$ cat config.mk
export PLATFORM = sky130hd
export DESIGN_NAME = wishbone_fifo_port
export DESIGN_NICKNAME = d
export VERILOG_FILES = /design/src/rtl/wishbone_fifo_port_pkg.sv /design/src/rtl/wishbone_fifo_port_fifo_core.sv /design/src/rtl/wishbone_fifo_port.sv
export SDC_FILE = /design/constraint.sdc
export NUM_CORES = 1
export LEC_CHECK = 0
export ABC_AREA = 1
export CAP_MARGIN = 20
export CORE_AREA = 2 2 223 225
export DETAILED_ROUTE_END_ITERATION = 8
export DIE_AREA = 0 0 225 227
export DONT_BUFFER_PORTS = 1
export PLACE_DENSITY_LB_ADDON = 0.05
export SLEW_MARGIN = 20
export SYNTH_ARGS = -nofsm -noshare
export SYNTH_HDL_FRONTEND = slang
export SYNTH_HIERARCHICAL = 1
export SYNTH_SLANG_ARGS = --single-unit
$ cat constraint.sdc
create_clock -name wb_clk_i -period 4.5 [get_ports wb_clk_i]
set_clock_uncertainty 0.2 [all_clocks]
set_input_delay 0.9 -clock wb_clk_i [delete_from_list [all_inputs] [get_ports wb_clk_i]]
set_output_delay 0.9 -clock wb_clk_i [all_outputs]
set_load 0.01 [all_outputs]
$ cat src/rtl/wishbone_fifo_port_pkg.sv
// wishbone_fifo_port_pkg: register map, STATUS/CTRL bit positions and reset
// values shared by the Wishbone FIFO port and its testbench.
package wishbone_fifo_port_pkg;

    // Register select taken from byte address bits [3:2]
    typedef enum logic [1:0] {
        REG_DATA   = 2'd0,
        REG_STATUS = 2'd1,
        REG_CTRL   = 2'd2,
        REG_RSVD   = 2'd3
    } reg_sel_e;

    localparam logic [3:0] OFS_DATA   = 4'h0;
    localparam logic [3:0] OFS_STATUS = 4'h4;
    localparam logic [3:0] OFS_CTRL   = 4'h8;
    localparam logic [3:0] OFS_RSVD   = 4'hC;

    localparam int STAT_OVF_BIT   = 31;
    localparam int STAT_FULL_BIT  = 17;
    localparam int STAT_EMPTY_BIT = 16;
    localparam int STAT_COUNT_W   = 16;

    localparam int CTRL_FLUSH_BIT   = 0;
    localparam int CTRL_CLR_OVF_BIT = 1;
    localparam int CTRL_IRQ_EN_BIT  = 2;

    localparam logic        RST_ACK    = 1'b0;
    localparam logic [31:0] RST_DAT    = 32'h0;
    localparam logic        RST_OVF    = 1'b0;
    localparam logic        RST_IRQ_EN = 1'b0;
    localparam logic        RST_IRQ    = 1'b0;

endpackage

$ cat src/rtl/wishbone_fifo_port_fifo_core.sv
// fifo_core: circular-buffer FIFO with push, pop and synchronous flush.
// Storage is deliberately left out of reset; only pointers and count clear.
module fifo_core #(
    parameter int DW    = 32,
    parameter int DEPTH = 16
) (
    input  logic                     clk,
    input  logic                     rst,
    input  logic                     push,
    input  logic [DW-1:0]            push_data,
    input  logic                     pop,
    input  logic                     flush,
    output logic [DW-1:0]            head,
    output logic                     full,
    output logic                     empty,
    output logic [$clog2(DEPTH):0]   count
);

    localparam int AW = $clog2(DEPTH);
    localparam int CW = AW + 1;

    logic [DW-1:0] mem [DEPTH];
    logic [AW-1:0] wr_ptr;
    logic [AW-1:0] rd_ptr;

    // Storage write; no reset so the array maps onto plain RAM
    always_ff @(posedge clk) begin
        if (push && !flush) begin
            mem[wr_ptr] <= push_data;
        end
    end

    // Pointers and occupancy; flush overrides any same-edge push or pop
    always_ff @(posedge clk or posedge rst) begin
        if (rst) begin
            wr_ptr <= '0;
            rd_ptr <= '0;
            count  <= '0;
        end else if (flush) begin
            wr_ptr <= '0;
            rd_ptr <= '0;
            count  <= '0;
        end else begin
            if (push) wr_ptr <= wr_ptr + AW'(1);
            if (pop)  rd_ptr <= rd_ptr + AW'(1);
            case ({push, pop})
                2'b10:   count <= count + CW'(1);
                2'b01:   count <= count - CW'(1);
                default: count <= count;
            endcase
        end
    end

    assign head  = mem[rd_ptr];
    assign full  = (count == CW'(DEPTH));
    assign empty = (count == '0);

endmodule

$ cat src/rtl/wishbone_fifo_port.sv
// wishbone_fifo_port: Wishbone classic slave that pushes DATA writes into a
// FIFO drained by a valid/ready stream. Registers: DATA, STATUS, CTRL.
// Optional interrupt output enabled by defining WISHBONE_FIFO_PORT_IRQ_EN.
module wishbone_fifo_port
    import wishbone_fifo_port_pkg::*;
#(
    parameter int          DW       = 32,
    parameter int          DEPTH    = 16,
    parameter logic [31:0] BASE_ADR = 32'h3000_0000
`ifdef WISHBONE_FIFO_PORT_IRQ_EN
    ,
    parameter int          IRQ_THRESH = DEPTH / 2
`endif
) (
    input  logic          wb_clk_i,
    input  logic          wb_rst_i,
    input  logic          wbs_cyc_i,
    input  logic          wbs_stb_i,
    input  logic          wbs_we_i,
    input  logic [31:0]   wbs_adr_i,
    input  logic [31:0]   wbs_dat_i,
    output logic          wbs_ack_o,
    output logic [31:0]   wbs_dat_o,
    output logic          m_valid_o,
    input  logic          m_ready_i,
    output logic [DW-1:0] m_data_o
`ifdef WISHBONE_FIFO_PORT_IRQ_EN
    ,
    output logic          irq_o
`endif
);

    localparam int CW = $clog2(DEPTH) + 1;

    logic          hit;
    logic          access;
    reg_sel_e      sel;
    logic          wr_data;
    logic          wr_ctrl;
    logic          push;
    logic          pop;
    logic          flush;
    logic          full;
    logic          empty;
    logic [CW-1:0] count;
    logic          overflow;
    logic          irq_en;
    logic [31:0]   rdata;
    logic          unused_bits;

    // Side effects fire only on the edge where ack rises, once per access
    assign hit     = wbs_cyc_i & wbs_stb_i & (wbs_adr_i[31:4] == BASE_ADR[31:4]);
    assign access  = hit & ~wbs_ack_o;
    assign sel     = reg_sel_e'(wbs_adr_i[3:2]);
    assign wr_data = access & wbs_we_i & (sel == REG_DATA);
    assign wr_ctrl = access & wbs_we_i & (sel == REG_CTRL);
    assign pop     = m_valid_o & m_ready_i;
    assign push    = wr_data & (~full | pop);
    assign flush   = wr_ctrl & wbs_dat_i[CTRL_FLUSH_BIT];

    assign unused_bits = ^{wbs_adr_i[1:0], wbs_dat_i};

    fifo_core #(
        .DW    (DW),
        .DEPTH (DEPTH)
    ) u_fifo_core (
        .clk       (wb_clk_i),
        .rst       (wb_rst_i),
        .push      (push),
        .push_data (wbs_dat_i[DW-1:0]),
        .pop       (pop),
        .flush     (flush),
        .head      (m_data_o),
        .full      (full),
        .empty     (empty),
        .count     (count)
    );

    assign m_valid_o = ~empty;

    // Read-data mux; DATA and the reserved slot read as zero
    always_comb begin
        rdata = '0;
        case (sel)
            REG_STATUS: begin
                rdata[STAT_OVF_BIT]            = overflow;
                rdata[STAT_FULL_BIT]           = full;
                rdata[STAT_EMPTY_BIT]          = empty;
                rdata[STAT_COUNT_W-1:0]        = STAT_COUNT_W'(count);
            end
            REG_CTRL:   rdata[CTRL_IRQ_EN_BIT] = irq_en;
            default:    rdata = '0;
        endcase
    end

    // Ack handshake, registered read data and sticky overflow flag
    always_ff @(posedge wb_clk_i or posedge wb_rst_i) begin
        if (wb_rst_i) begin
            wbs_ack_o <= RST_ACK;
            wbs_dat_o <= RST_DAT;
            overflow  <= RST_OVF;
        end else begin
            wbs_ack_o <= access;
            wbs_dat_o <= (access && !wbs_we_i) ? rdata : '0;
            if (wr_ctrl && wbs_dat_i[CTRL_CLR_OVF_BIT]) begin
                overflow <= 1'b0;
            end else if (wr_data && full && !pop) begin
                overflow <= 1'b1;
            end
        end
    end

`ifdef WISHBONE_FIFO_PORT_IRQ_EN
    // Interrupt enable and registered interrupt level
    always_ff @(posedge wb_clk_i or posedge wb_rst_i) begin
        if (wb_rst_i) begin
            irq_en <= RST_IRQ_EN;
            irq_o  <= RST_IRQ;
        end else begin
            if (wr_ctrl) irq_en <= wbs_dat_i[CTRL_IRQ_EN_BIT];
            irq_o <= irq_en & ((count >= CW'(IRQ_THRESH)) | overflow);
        end
    end
`else
    assign irq_en = 1'b0;
`endif

endmodule

# After elaboration in Yosys (flattened, before gate mapping)
# Memories as Yosys holds them, arrays and structs flattened.
# Cells that the tools add are included.
[totals]
rom_bits = 0
ram_bits = 512
in_bits = 70
mem_count = 1
register_bits = 47
out_inout_bits = 66
latch_bits = 0
[classes]
div = 0
n_lt_le_gt_ge = 0
muxes = 15
n_addsub = 4
n_mul = 0
n_eq_ne = 6
bitwise = 13
n_shift = 0
n_reduce_logical = 14
[memory_table]
columns = ["memory", "words", "width", "rd", "rd_clocked_by_memory_dff", "wr", "line", "source"]
rows = [
  ["u_fifo_core.mem", 16, 32, 1, 0, 1, "wishbone_fifo_port_fifo_core.sv:22", "logic [DW-1:0] mem [DEPTH];"],
]
[ops]
columns = ["op", "count"]
rows = [
  ["two-way mux 32 bit", 1],
  ["== test 28 x 26 -> 1 bit (second input constant)", 1],
  ["two-way mux 4 bit", 4],
  ["two-way mux 15 bit", 1],
  ["one-hot mux 5 bit (2 select lines)", 1],
  ["bitwise AND 1 bit", 9],
  ["adder 4 x 1 -> 4 bit (second input constant)", 2],
  ["two-way mux 1 bit", 6],
  ["nonzero test 2 bit", 3],
  ["adder 5 x 1 -> 5 bit (second input constant)", 1],
  ["== test 5 bit (second input constant)", 1],
  ["logical AND 1 bit", 5],
  ["logical NOT 5 bit", 1],
  ["two-way mux 5 bit", 1],
  ["subtractor 5 x 1 -> 5 bit (second input constant)", 1],
  ["== test 2 x 1 -> 1 bit (second input constant)", 2],
  ["== test 2 bit (second input constant)", 2],
  ["logical NOT 1 bit", 3],
  ["NOT 1 bit", 3],
  ["nonzero test 3 bit", 1],
  ["logical NOT 2 bit", 1],
  ["two-way mux 2 bit", 1],
  ["OR 1 bit", 1],
]

# Logic depth before layout (Yosys ltp)
# Gate-level depths: netlist of the first run.
[depth]
depth_word = 10
depth_mapped = 21
depth_no_buf = 21

# Hierarchy
# Netlist of the first run, hierarchy kept.
[by_module_without_submodules]
columns = ["mod", "n_inst", "area_each_um2", "seq_area_each_um2", "cells_each"]
rows = [
  ["fifo_core", 1, 20917.6, 15700.1, 1613],
  ["wishbone_fifo_port", 1, 773.2, 250.2, 98],
]

# Least setup slack after synthesis of the first run
# Ideal clock, no wire load.
[synth_timing]
path_kind = "input to register"
startpoint = "input wbs_adr_i[31]"
endpoint = "memory u_fifo_core.mem[0][0], enable pin"
path_buffers = 0
setup_slack_ns = 0.464
stages = 11
arrival_ns = 3.415
required_ns = 3.879
path_cell_list = "nor2_1 nand2_1 nor2_2 nand2_2 nor2_8 nand3_1 nor2_1 inv_2 nor2_1 nand2_1 nor2_1"
[synth_between]
word_cells_on_any_way = 12
cone_classes = "eq/ne: 1; mux: 2; bitwise: 7; reduce/logical: 2"
[synth_rtl]
columns = ["element", "line", "source"]
rows = [
  ["start: declaration", "wishbone_fifo_port.sv:20", "input logic [31:0] wbs_adr_i,"],
  ["== test 28 x 26 -> 1 bit", "wishbone_fifo_port.sv:52", "assign hit = wbs_cyc_i & wbs_stb_i & (wbs_adr_i[31:4] == BASE_ADR[31:4]);"],
  ["bitwise AND 1 bit", "wishbone_fifo_port.sv:52", ""],
  ["bitwise AND 1 bit", "wishbone_fifo_port.sv:53", "assign access = hit & ~wbs_ack_o;"],
  ["via access", "wishbone_fifo_port.sv:36", "logic access;"],
  ["bitwise AND 1 bit (2 in a row)", "wishbone_fifo_port.sv:55", "assign wr_data = access & wbs_we_i & (sel == REG_DATA);"],
  ["bitwise AND 1 bit", "wishbone_fifo_port.sv:58", "assign push = wr_data & (~full | pop);"],
  ["via push", "wishbone_fifo_port.sv:40", "logic push;"],
  ["logical AND 1 bit", "wishbone_fifo_port_fifo_core.sv:28", "if (push && !flush) begin"],
  ["two-way mux 1 bit", "wishbone_fifo_port_fifo_core.sv:28", ""],
  ["two-way mux 1 bit (implied by the code)", "wishbone_fifo_port_fifo_core.sv:29", "mem[wr_ptr] <= push_data;"],
  ["end: declaration", "wishbone_fifo_port_fifo_core.sv:22", ""],
]
# The timed path passes the listed nets, and every way through them passes these cells.

# Worst setup path after layout of the first run
[layout_timing]
startpoint = "register u_fifo_core.rd_ptr[0]"
endpoint = "output m_data_o[8]"
[layout_between]
elab_chain_cells = 1
[layout_rtl]
columns = ["element", "line", "source"]
rows = [
  ["start: declaration", "wishbone_fifo_port_fifo_core.sv:24", "logic [AW-1:0] rd_ptr;"],
  ["start signal: assignment", "wishbone_fifo_port_fifo_core.sv:45", "if (pop) rd_ptr <= rd_ptr + AW'(1);"],
  ["memory read (16 x 32 bit)", "--", ""],
  ["end: declaration", "wishbone_fifo_port.sv:26", "output logic [DW-1:0] m_data_o"],
]
# No other way between the ends.

==> metrics.txt, run 1 <==
Max Cap Violations 0; setup TNS 0 ns; #FFs+latches synth 535; vias 13000; element type at the critical path end output port; max frequency 267 MHz; Die ar. 0.0511 sq mm; R2R depth 11; Core ar. 0.0485 sq mm; TritonRoute pass-1 iters 5; Rel. slew slack 31.1%; GRT overflow 0; Mapped Avg Cell Area 12.7 sq um; layout cell share with drive strength beyond 1 8.99%; crit path launch type flop; clk_lat worst skew 0.60 ns; clk buf depth 3; Port Buf Inserts 0; Post-Place Setup Slack 0.699 ns; reg2reg start u_fifo_core/count[0]; routed wire length per instance 21.5 um; R2R setup slack 0.99 ns; Netlist cell types 30; first-pass GRT wire length 77.5 mm; Top FF cell, synth edfxtp_1; Syn Inst Count 1711; area grow syn2layout 12.2%; status finished, final reports clean; Via density 5.49; DIE WIDTH 225 um; filler cell count in the final layout 4170; fin nets 1778; post-DP HPWL 26.5 mm; final WL 50.9 mm; Synthesis Warnings 6; Setup Crit Path Kind flop to output port; worst setup margin 0.758 ns; Max FO, Critical Path 68; post-synthesis sequential area ratio 73.5%; fraction of registers with async set/reset 4.30%; vias in the first global route 12700; largest net degree at the start of global routing 135; final hold violations 0; Min Hold Slack 0.0209 ns; period utilization 83.1%; Pwr per Cell Area 585 mW/mm^2; Final setup viols 0; Layout Utilization 50.1%; CTS tree built; Post-CTS Resized 0; crit path DAT 2.64 ns; Die H 227 um; H-tree levels 2; CTS buffer count 55; Worst-Margin Slew 1.03 ns; Row Count 81; initial antenna violation count 0; Worst Path Required 3.40 ns; Starting Density 44.7%; GP Congestion 0.732; overall routing resource usage 20.2%; ant diodes 0; Final Max Slew Viols 0; DRT antenna net count 0; Leakage 8.01 nW; area of the mapped netlist 0.0217 sq mm; minimum clock period 3.74 ns; worst vdd ir 502 uV; CTS Sinks 535; # IOs 136; hold crit path type input port to async pin; number of flops mapped to enable cells by yosys 512; DRT iter0 DRCs 1065; Post-route DRC 0; r2r endpoint u_fifo_core/mem[6][19]; clock-pin slew of the registers on the worst-case setup and hold paths 0.06 ns; unrepaired setup endpoints after global routing false; clk root buf clkbuf_16
state kept, by name (all words and copies together) (netlist names):
name	cells
u_fifo_core/mem	512
overflow	1
u_fifo_core/rd_ptr	4
wbs_dat_o	8
u_fifo_core/count	5
u_fifo_core/wr_ptr	4
wbs_ack_o	1
timing repair:
action	CTS	global route
endpoints found under the hold margin	10	0
endpoints found under the setup margin	0	0
hold buffers	1	0
setup buffers	0	0
cells by family after synthesis:
group                      count (synthesis)  share of synthesized area (%)
xor gates and xnor gates                   2                         0.0808
buffers and inverters                    165                           3.89
adders and majority gates                  7                          0.404
AOI/OAI and AO/OA                        403                           10.8
other                                      1                         0.0173
and+or+nand+nor                          598                           11.3
DFF                                      535                           73.5
per-layer routing:
layer	up-vias	track usage, %	share of wire (%)
li1	6141	-	-
met1	6505	27.6	45
met2	278	33.8	49
met3	66	3.81	4.7
met4	0	4.79	1.8
met5	-	0	0
worst max-delay path by stage:
stage,to,startpoint,cells after the start,slack (ns)
floorplan,u_fifo_core/mem[0][0],wbs_adr_i[31],11,0.46
global placement,u_fifo_core/mem[8][14],wbs_adr_i[25],12,0.74
detailed placement,u_fifo_core/mem[10][13],wbs_adr_i[23],12,0.70
CTS,m_data_o[8],u_fifo_core/rd_ptr[0],8,0.66
global route,m_data_o[15],u_fifo_core/rd_ptr[0],8,0.44
finish,m_data_o[8],u_fifo_core/rd_ptr[0],8,0.76
cells in the final DEF (no fill, tap or decap), types with 15 or more instances in the layout:
master,n
edfxtp_1,512
nor2_1,414
o21ai_0,163
o211ai_1,128
o21ai_1,101
nand2_1,76
nand3_1,74
clkbuf_16,55
inv_1,31
conb_1,24
buf_12,22
dfrtp_1,19
nor2_4,16
buf_4,16
clkinv_2,15
clkinv_1,15
worst max-delay path: stages, from the launching register on:
cell and delay [ns]:
dfrtp_4 0.53, inv_8 0.33, buf_12 0.34, nor2_1 0.07, nor2_1 0.08, o21ai_0 0.08
o211ai_1 0.13, nand3_1 0.20, nand2_1 0.21
synth_stat cells, types with 3 or more instances:
master,number,area (sq um)
buf_6,11,124
inv_1,33,124
clkbuf_1,46,173
dfrtp_1,23,576
o21ai_0,163,816
o21ai_1,101,505
inv_2,3,11.3
a21oi_1,7,35.0
o211ai_1,128,961
nand3_1,74,370
buf_2,30,150
nor3_2,3,30.0
ha_1,7,87.6
edfxtp_1,512,15400
buf_4,28,210
nor3b_2,5,62.6
nand2_1,76,285
buf_1,14,52.6
nor2_1,430,1610
area by class of cell:
cell class	count	area (sq um)	area share [%]
Clock buffer	62	1400	5.76
Clock inverter	40	378	1.55
Inverter	36	143	0.586
Multi-Input combinational cell	1034	5100	21.0
Sequential cell	535	16000	65.6
Tap cell	622	778	3.20
Timing Repair Buffer	39	571	2.34
stage by stage:
step / area (sq um) / cells / total power [mW]
after detailed placement: 22500 / 2265 / 9.89
after CTS: 24300 / 2368 / 14.4
final: 24300 / 2368 / 14.2
after floorplan: 21800 / 1734 / 8.78
after global routing: 24300 / 2368 / 15.1
after global placement: 22500 / 2265 / 9.86
where the power goes:
group | switching, mW | internal [mW] | total [mW] | leakage [nW]
Clock | 1.88 | 2.64 | 4.52 | 0.882
Combinational | 2.89 | 1.22 | 4.11 | 2.25
Sequential | 0.108 | 5.50 | 5.61 | 4.88
Note: power is estimated with default switching activity, not from simulation.
==> run 2, diff against run 1 <==
Clock period 4.5 ns to 3 ns, I/O delays scaled along.
==> metrics.txt, run 2 (synthesis results as in run 1) <==
routed wire length per instance 25.3 um (was 21.5 um); period utilization 101%; element type at the critical path end output port (unchanged); R2R setup slack 0.30 ns (was 0.99 ns); clk root buf clkbuf_16 (unchanged); Setup Crit Path Kind flop to output port (unchanged); DRT antenna net count 0 (unchanged); clk_lat worst skew 0.60 ns (about the same); overall routing resource usage 22.8% (was 20.2%); Post-route DRC 0 (unchanged); Pwr per Cell Area 926 mW/mm^2 (was 585 mW/mm^2); Final Max Slew Viols 0 (unchanged); Clk network pwr share 25.9% (was 31.7%); P_int 15.7 mW (was 9.36 mW); r2r endpoint u_fifo_core/mem[8][13] (was u_fifo_core/mem[6][19]); commonest non-fill, non-tap cell in the layout edfxtp_1 (unchanged); Worst Path Required 2.20 ns (was 3.40 ns); first-pass GRT wire length 86.0 mm (was 77.5 mm); Seq pwr share 33.8% (was 39.4%); vias in the first global route 13300 (was 12700); top flop regs u_fifo_core/mem x512, wbs_dat_o x8, u_fifo_core/count x5 (unchanged); Net Sw Power 9.04 mW (was 4.88 mW); GP Congestion 0.732 (about the same); Core ar. 0.0485 sq mm (unchanged); R2R depth 13 (was 11); Non-Filler Instances 2495 (was 2368); CTS tree built (unchanged); largest net degree at the start of global routing 79 (was 135); Sw Ratio 36.6% (was 34.3%); initial antenna violation count 2 (was 0); area grow syn2layout 23.0% (was 12.2%); Combinational Power Share 40.3% (was 28.9%); GRT overflow 0 (unchanged); Die H 227 um (unchanged); worst vdd ir 538 uV (was 502 uV); TritonRoute pass-1 iters 7 (was 5); layout cell share with drive strength beyond 1 16.4% (was 8.99%); CTS buffer count 56 (was 55); fin nets 1905 (was 1778); max reg flops 512 (unchanged); CP Capture Point m_data_o[16] (was m_data_o[8]); crit path launch type flop (unchanged); final WL 63.0 mm (was 50.9 mm); # IOs 136 (unchanged); final hold violations 0 (unchanged); status complete, but fails checks (was finished, final reports clean); H-tree levels 2 (unchanged); final instance area 0.0267 sq mm (was 0.0243 sq mm); unrepaired setup endpoints after global routing true (was false); Rel. slew slack 53.3% (was 31.1%); DRT iter0 DRCs 1420 (was 1065); crit path DAT 2.22 ns (was 2.64 ns); max frequency 331 MHz; Worst-Margin Slew 0.698 ns (was 1.03 ns); most frequent cells in the layout 512 x edfxtp_1, 393 x nor2_1, 131 x o21ai_0 (was 512 x edfxtp_1, 414 x nor2_1, 163 x o21ai_0); Die ar. 0.0511 sq mm (unchanged); worst setup margin -0.0220 ns (was 0.758 ns); setup TNS -0.0277 ns (was 0 ns); Port Buf Inserts 0 (unchanged); Starting Density 44.7% (unchanged); Via density 5.66 (was 5.49); vias 14100 (was 13000); minimum clock period 3.02 ns; Largest Register u_fifo_core/mem (unchanged); DIE WIDTH 225 um (unchanged); Inst Count DP 2296 (was 2265); Max FO, Critical Path 6 (was 68); post-DP HPWL 28.9 mm (was 26.5 mm); Leakage 8.99 nW (was 8.01 nW); crit path from u_fifo_core/rd_ptr[0] (unchanged); Final setup viols 2 (was 0); Row Count 81 (unchanged); CTS Sinks 535 (unchanged); clk buf depth 3 (unchanged); clock-pin slew of the registers on the worst-case setup and hold paths 0.06 ns (about the same); violated checks negative setup slack; Max Cap Violations 0 (unchanged); Post-Place Setup Slack 0.118 ns (was 0.699 ns); hold crit path type input port to flop (was input port to async pin); placed cell areas 0.0230 sq mm (was 0.0225 sq mm); reg2reg start wbs_ack_o (was u_fifo_core/count[0])
==> run 2: worst min-delay path by stage <==
stage,startpoint,end,slack [ns],cells past startpoint
finish,wbs_we_i,wbs_dat_o[16],0.06,3
global route,wbs_we_i,wbs_dat_o[17],0.06,3
CTS,wbs_we_i,wbs_dat_o[16],0.04,3
detailed placement,wb_rst_i,wbs_dat_o[4],0.30,1
global placement,wb_rst_i,overflow,0.29,1
floorplan,wb_rst_i,overflow,0.24,1
==> run 2: per-stage QoR <==
stage | util, % | hold WS (ns) | power [mW]
after floorplan | - | 0.240 | 13.2
after global placement | 47.4 | 0.287 | 15.0
after detailed placement | 47.4 | 0.299 | 15.1
after CTS | 53.3 | 0.0366 | 23.4
after global routing | 55.0 | 0.0632 | 25.9
final | 55.0 | 0.0588 | 24.7
==> run 2: final cells by class <==
type	instances	area, sq um
fillers	4033	21900
repair buffers	161	2690
well taps	622	778
repair inverters	4	71.3
flip-flops and latches	535	16000
multi-input cells	1034	5350
inverters	36	161
diodes	2	5.00
clock buffers	75	1520
clock inverters	26	146
==> run 2: worst max-delay path, cell delays in order (launching register included) <==
cell,delay [ns]
dfrtp_4,0.50
buf_12,0.18
clkinv_16,0.09
buf_8,0.12
nor2_2,0.04
nor2_1,0.07
o21ai_1,0.08
o211ai_1,0.17
nand3_1,0.20
nand2_4,0.17
==> run 2: routing by layer <==
metal / GRT usage (%) / vias to the layer above / share of wire [%]
met1: 32.3 / 7176 / 43
met5: 0 / - / 0
met4: 5.04 / 0 / 1.9
met3: 3.63 / 79 / 6.4
li1: - / 6435 / -
met2: 37.6 / 428 / 49
==> run 2: timing repair <==
item | CTS | global route
gates cloned | 16 | 27
setup buffers | 13 | 8
hold buffers | 35 | 0
resized for setup | 85 | 77
endpoints found under the setup margin | 31 | 32
pin swaps | 29 | 57
hold endpoints to repair | 536 | 0
==> run 2: power by group through the flow <==
| stage | registers, mW | logic [mW] | clock network (mW) |
|---|---|---|---|
| after floorplan | 8.45 | 4.72 | 0 |
| after global placement | 8.52 | 6.53 | 0 |
| after detailed placement | 8.51 | 6.57 | 0 |
| after CTS | 8.35 | 8.56 | 6.53 |
| after global routing | 8.35 | 10.7 | 6.82 |
| final | 8.35 | 9.95 | 6.41 |
